==> src/rtl/trace_sequencer.sv <==
// trace_sequencer
// ---------------------------------------------------------------------------
// Frame-level controller for the column tracer.
//
// Once per frame, at hpos==0 of START_LINE (start of VBLANK), the sequencer
// spends one cycle copying the pending vector set into the active vectors.
// It then raises the tracer enable for the whole trace. The window closes
// when the tracer stores column LAST_COL. If VBLANK ends first
// (vpos==0 && hpos==0), the window is force-closed and a sticky overrun flag
// is raised. The active vectors only change in the latch cycle, so the
// tracer sees stable vectors for the full enable window.
//
// Optional feature (macro TRACE_SEQ_CYCLE_COUNT_EN):
//   defined   : a saturating 16-bit cycle counter measures the RUN phase.
//               trace_cycles holds the length of the last completed trace.
//   undefined : no counter and no register are built; trace_cycles reads 0.
//
// Ports
//   clk, reset                  system clock, synchronous active-high reset
//   hpos, vpos                  VGA raster counters
//   vec_update                  strobe: capture the six *_in vectors as pending
//   playerX_in .. vplaneY_in    host-supplied vectors
//   tr_store, tr_column         tracer store strobe and column
//   overrun_clr                 clears the sticky overrun flag
//   tr_enable                   tracer enable window
//   playerX .. vplaneY          active vectors driven to the tracer
//   frame_count                 11-bit frame counter (tracer debug_frame)
//   busy                        high during the latch cycle and the trace
//   overrun                     sticky: a trace was aborted by end of VBLANK
//   trace_cycles                cycle count of the last completed trace
// ---------------------------------------------------------------------------
module trace_sequencer #(
    parameter int VEC_W      = 16,
    parameter int START_LINE = 480,
    parameter int LAST_COL   = 639
) (
    input  logic             clk,
    input  logic             reset,
    input  logic [9:0]       hpos,
    input  logic [9:0]       vpos,
    input  logic             vec_update,
    input  logic [VEC_W-1:0] playerX_in,
    input  logic [VEC_W-1:0] playerY_in,
    input  logic [VEC_W-1:0] facingX_in,
    input  logic [VEC_W-1:0] facingY_in,
    input  logic [VEC_W-1:0] vplaneX_in,
    input  logic [VEC_W-1:0] vplaneY_in,
    input  logic             tr_store,
    input  logic [9:0]       tr_column,
    input  logic             overrun_clr,
    output logic             tr_enable,
    output logic [VEC_W-1:0] playerX,
    output logic [VEC_W-1:0] playerY,
    output logic [VEC_W-1:0] facingX,
    output logic [VEC_W-1:0] facingY,
    output logic [VEC_W-1:0] vplaneX,
    output logic [VEC_W-1:0] vplaneY,
    output logic [10:0]      frame_count,
    output logic             busy,
    output logic             overrun,
    output logic [15:0]      trace_cycles
);

    localparam logic [9:0] START_LINE_V = 10'(START_LINE);
    localparam logic [9:0] LAST_COL_V   = 10'(LAST_COL);

    typedef enum logic [1:0] {
        IDLE  = 2'd0,
        LATCH = 2'd1,
        RUN   = 2'd2,
        DONE  = 2'd3
    } state_t;

    state_t state;
    state_t stateNext;

    // Raster and tracer events
    logic frameStart;
    logic vblankEnd;
    logic traceComplete;
    logic inLatch;
    logic inRun;
    logic abortNow;

    assign frameStart    = (vpos == START_LINE_V) && (hpos == 10'd0);
    assign vblankEnd     = (vpos == 10'd0) && (hpos == 10'd0);
    assign traceComplete = tr_store && (tr_column == LAST_COL_V);
    assign inLatch       = (state == LATCH);
    assign inRun         = (state == RUN);
    // Completion takes priority over the end-of-VBLANK abort.
    assign abortNow      = inRun && vblankEnd && !traceComplete;

    // State register
    always_ff @(posedge clk) begin
        if (reset) begin
            state <= IDLE;
        end else begin
            state <= stateNext;
        end
    end

    // Next state and decoded outputs. The enable is decoded from the state
    // register, so it drops on the same edge that leaves RUN (completion,
    // abort or reset).
    always_comb begin
        stateNext = state;
        tr_enable = 1'b0;
        busy      = 1'b0;
        unique case (state)
            IDLE: begin
                if (frameStart) begin
                    stateNext = LATCH;
                end
            end
            LATCH: begin
                // Enable stays low here so the tracer re-primes from the
                // freshly latched vectors.
                busy      = 1'b1;
                stateNext = RUN;
            end
            RUN: begin
                tr_enable = 1'b1;
                busy      = 1'b1;
                if (traceComplete) begin
                    stateNext = DONE;
                end else if (vblankEnd) begin
                    stateNext = IDLE;
                end
            end
            DONE: begin
                // Holding the enable low keeps the tracer primed, so it
                // cannot start a second pass in the same VBLANK.
                if (vblankEnd) begin
                    stateNext = IDLE;
                end
            end
            default: begin
                stateNext = IDLE;
            end
        endcase
    end

    // Vector sets, packed with playerX at index 0
    logic [5:0][VEC_W-1:0] vecIn;
    logic [5:0][VEC_W-1:0] vecPending;
    logic [5:0][VEC_W-1:0] vecActive;

    assign vecIn = {vplaneY_in, vplaneX_in, facingY_in, facingX_in,
                    playerY_in, playerX_in};

    // The host may overwrite the pending set at any time. Only the latch
    // cycle looks at it.
    always_ff @(posedge clk) begin
        if (reset) begin
            vecPending <= '0;
        end else if (vec_update) begin
            vecPending <= vecIn;
        end
    end

    // An update strobed in the latch cycle itself bypasses the pending
    // register, so the host can land vectors right up to the latch.
    always_ff @(posedge clk) begin
        if (reset) begin
            vecActive <= '0;
        end else if (inLatch) begin
            vecActive <= vec_update ? vecIn : vecPending;
        end
    end

    assign playerX = vecActive[0];
    assign playerY = vecActive[1];
    assign facingX = vecActive[2];
    assign facingY = vecActive[3];
    assign vplaneX = vecActive[4];
    assign vplaneY = vecActive[5];

    // Frame counter: advances once per latched frame and wraps naturally
    // at 11 bits.
    always_ff @(posedge clk) begin
        if (reset) begin
            frame_count <= '0;
        end else if (inLatch) begin
            frame_count <= frame_count + 11'd1;
        end
    end

    // Sticky overrun: an abort in the same cycle as a clear leaves it set.
    always_ff @(posedge clk) begin
        if (reset) begin
            overrun <= 1'b0;
        end else if (abortNow) begin
            overrun <= 1'b1;
        end else if (overrun_clr) begin
            overrun <= 1'b0;
        end
    end

`ifdef TRACE_SEQ_CYCLE_COUNT_EN
    function automatic logic [15:0] satInc(input logic [15:0] v);
        return (v == 16'hFFFF) ? v : v + 16'd1;
    endfunction

    logic [15:0] cycleCount;
    logic        traceDoneNow;

    assign traceDoneNow = inRun && traceComplete;

    // cycleCount holds the number of RUN cycles already elapsed. A trace
    // that completes in its Nth RUN cycle therefore reports N.
    always_ff @(posedge clk) begin
        if (reset) begin
            cycleCount <= '0;
        end else if (inLatch) begin
            cycleCount <= '0;
        end else if (inRun) begin
            cycleCount <= satInc(cycleCount);
        end
    end

    always_ff @(posedge clk) begin
        if (reset) begin
            trace_cycles <= '0;
        end else if (traceDoneNow) begin
            trace_cycles <= satInc(cycleCount);
        end
    end
`else
    assign trace_cycles = '0;
`endif

endmodule

==> config.mk <==
export PLATFORM = sky130hd
export DESIGN_NAME = trace_sequencer
export DESIGN_NICKNAME = d
export VERILOG_FILES = /design/src/rtl/trace_sequencer.sv
export SDC_FILE = /design/constraint.sdc
export NUM_CORES = 1
export LEC_CHECK = 0
export ABC_CLOCK_PERIOD_IN_PS = 1500
export CAP_MARGIN = 40
export CORE_ASPECT_RATIO = 2
export CORE_MARGIN = 8
export CORE_UTILIZATION = 45
export DETAILED_ROUTE_END_ITERATION = 10
export DONT_BUFFER_PORTS = 1
export SLEW_MARGIN = 40
export SYNTH_ARGS = -nofsm -noshare
export SYNTH_HDL_FRONTEND = slang
export SYNTH_SLANG_ARGS = --single-unit
export TNS_END_PERCENT = 20
==> constraint.sdc <==
create_clock -name clk -period 1.5 [get_ports clk]
set_input_delay 0.225 -clock clk [delete_from_list [all_inputs] [get_ports clk]]
set_output_delay 0.225 -clock clk [all_outputs]
set_load 0.005 [all_outputs]
==> run metrics <==
M3 GR Usage=0.0942; first-pass GRT wire length=28600 um; Pwr per Cell Area=1170 mW/mm^2; Critical R2R Capture=frame_count[9]; largest family of logic cells by synthesized area=multiplexers; Crit. End Element=flip-flop; Post-Layout Cell Count=1038; FFs w/ async S/R, synth=0; Post-Route WL=18600 um; worst hold start=reset; CTS max path bufs=3; number of global-route vias before repair=5330; status=finished, violations left; setup ws final=0.0769 ns; cts bufs inserted=19; post-synthesis adder-cell area fraction=0.0102; Tot Pwr=0.0108 W; Clk pwr share=0.428; complex-gate fraction of the synthesized area=0.109; XOR/XNOR Fraction of Synth Area=0.00834; CTS Root Cell=clkbuf_16; dpl cells=905; GRT Total Usage=0.165; Max Freq=0.703 GHz; power share of the combinational group=0.049; RSZ-0062 raised after global routing=yes; Unique masters post-synth=30; layout cells sized above 1=0.0791; crit path kind=reg2reg; Internal Dissipation=0.00867 W; Tmin final=1.42 ns; Pre-antenna DRT Iters=4; cts hold-fix bufs=96; via count=5402; #FFs+latches synth=206; H-tree levels=1; I/O Buffers=0; most common cell after layout, fill and taps aside=dfxtp_1; I/O pin count=257; period utilization=0.949; M1 GR Usage=0.188; simple-gate share of the synthesized area=0.127; multiplexer area fraction after synthesis=0.132; Post-synth EDFFs=0; Post-Syn Instances=735; Hold Crit Class=in2reg; M2 GR Usage=0.256; dpl ws=-0.0271 ns; reg-to-reg critical path startpoint=state[1]; worst skew pair latency=0.47 ns; DP Wirelength=11900 um; CTS tree=done; CP required=1.91 ns; Via-to-Cell Ratio=5.20; Clock transition at path regs=0.07 ns; core area=0.0161 sq mm; WP data arrival=1.83 ns; Setup TNS=0 ns; Die X-Extent=106 um; Area Overhead vs Synth=25.7%; DRC=0; most frequent cells in the layout=204 x dfxtp_1, 201 x nor2_1, 97 x mux2i_1; YS warnings=0; post-synthesis cell area=0.00735 sq mm; Die Y=197 um; Net Sw Power=0.00217 W; startpoint types=flip-flop; worst-case reg-to-reg path depth=5; P_leak=3.78 nW; Seq pwr share=0.523; Sw Share=0.200; worst hold stages=1; post-synthesis sequential area ratio=0.561; max cap viols=0; failing checks=negative hold slack; Antenna Cells=0; Initial Util=0.457; detailed router's first-iteration violation count=103; worst vdd ir=0.000966 V; initial antenna violation count=0; gr busiest metal=met2; routability cong.=0.735; largest net degree at the start of global routing=207; Antenna Nets Post-Route=0; grt ovf=0; Critical Path Fanout Max=8; Worst Hold Endpoint=vplaneX[8]; number of hold violations in the final report=110; Rows=66; Nets=960; Wirelength per Cell=17.9 um; Final Skew=0.0118 ns; R2R Setup Slk=0.08 ns; number of clock sinks=206; top_reg_cell synth=dfxtp_1; die area=0.0209 sq mm; final max-slew violation count=0; hold slack final=-0.163 ns; mean post-synth cell area=10.0 sq um; final setup fails=0
==> power groups by stage <==
stage | Sequential, W | Clock (W) | Combinational (W)
6_report | 0.00567 | 0.00464 | 0.000536
5_1_grt | 0.00568 | 0.00502 | 0.000595
4_1_cts | 0.00567 | 0.00479 | 0.000522
3_5_place_dp | 0.00579 | 0 | 0.000315
3_3_place_gp | 0.00578 | 0 | 0.000301
2_1_floorplan | 0.00578 | 0 | 0.000448
==> worst max path at each step <==
stage | slack, ns | to | start | cells after the start
detailed placement | -0.03 | state[0] | state[0] | 6
floorplan | 0.007 | facingX[0] | state[1] | 6
finish | 0.08 | frame_count[9] | state[1] | 5
global route | -0.04 | frame_count[7] | state[1] | 5
global placement | 0.06 | state[1] | state[0] | 6
CTS | 0.01 | busy | state[0] | 2
==> flip-flops by register name, summed over array words and instances, names as in the netlist <==
register     count
overrun          1
frame_count     11
playerY         16
playerX         16
state            2
vplaneX         16
vecPending      96
facingX         16
facingY         16
vplaneY         16
==> per-stage QoR <==
step | cell area, sq um | hold slack [ns] | utilization
after global routing | 9240 | -0.187 | 0.574
after detailed placement | 7570 | 0.317 | 0.470
after global placement | 7570 | 0.315 | 0.470
after CTS | 9160 | -0.184 | 0.569
final | 9240 | -0.163 | 0.574
after floorplan | 7410 | 0.392 | -
==> what timing repair did <==
item	CTS	global route
pin swaps	1	1
gates cloned	0	2
endpoints found under the setup margin	3	38
resized for setup	6	3
endpoints found under the hold margin	206	110
setup buffers	1	3
==> kinds of logic after synthesis <==
| logic type | count (synthesis) |
|---|---|
| flops | 206 |
| mux | 97 |
| simple gates | 230 |
| fa+ha+maj | 6 |
| xor+xnor | 7 |
| compound gates | 111 |
| buf+inv | 77 |
| other cells | 1 |
==> synth_stat cells (all sizes together) (3+ instances only) <==
cell | n | area share
a211oi | 96 | 0.098
a21oi | 6 | 0.0041
and3 | 3 | 0.0034
buf | 34 | 0.030
clkbuf | 38 | 0.019
dfxtp | 206 | 0.56
ha | 6 | 0.010
inv | 5 | 0.0026
mux2i | 97 | 0.13
nand2 | 7 | 0.0036
nand4 | 5 | 0.0051
nor2 | 201 | 0.10
nor4 | 7 | 0.0060
o21ai | 6 | 0.0041
or3 | 3 | 0.0026
xor2 | 6 | 0.0071
==> area by class of cell <==
type                            instances  area (sq um)
Sequential cell                       206          4130
Inverter                                5          18.8
Clock buffer                           29           553
Multi-Input combinational cell        467          2950
Clock inverter                          3          42.5
Tap cell                              204           255
Timing Repair Buffer                  124          1290
Fill cell                            1405          6860
==> critical path, cell delays in order, from the launching register on <==
cell     delay, ns
dfxtp_2       0.32
inv_2         0.12
ha_4          0.23
nand4_2       0.17
or3_1         0.38
a21oi_1       0.13
==> per-layer routing <==
| metal | wire [um] | vias up |
|---|---|---|
| met1 | 7170 | 2522 |
| li1 | - | 2668 |
| met2 | 8490 | 183 |
| met4 | 348 | 0 |
| met3 | 2620 | 29 |
| met5 | 0 | - |
Power figures use the tool's default switching activity.
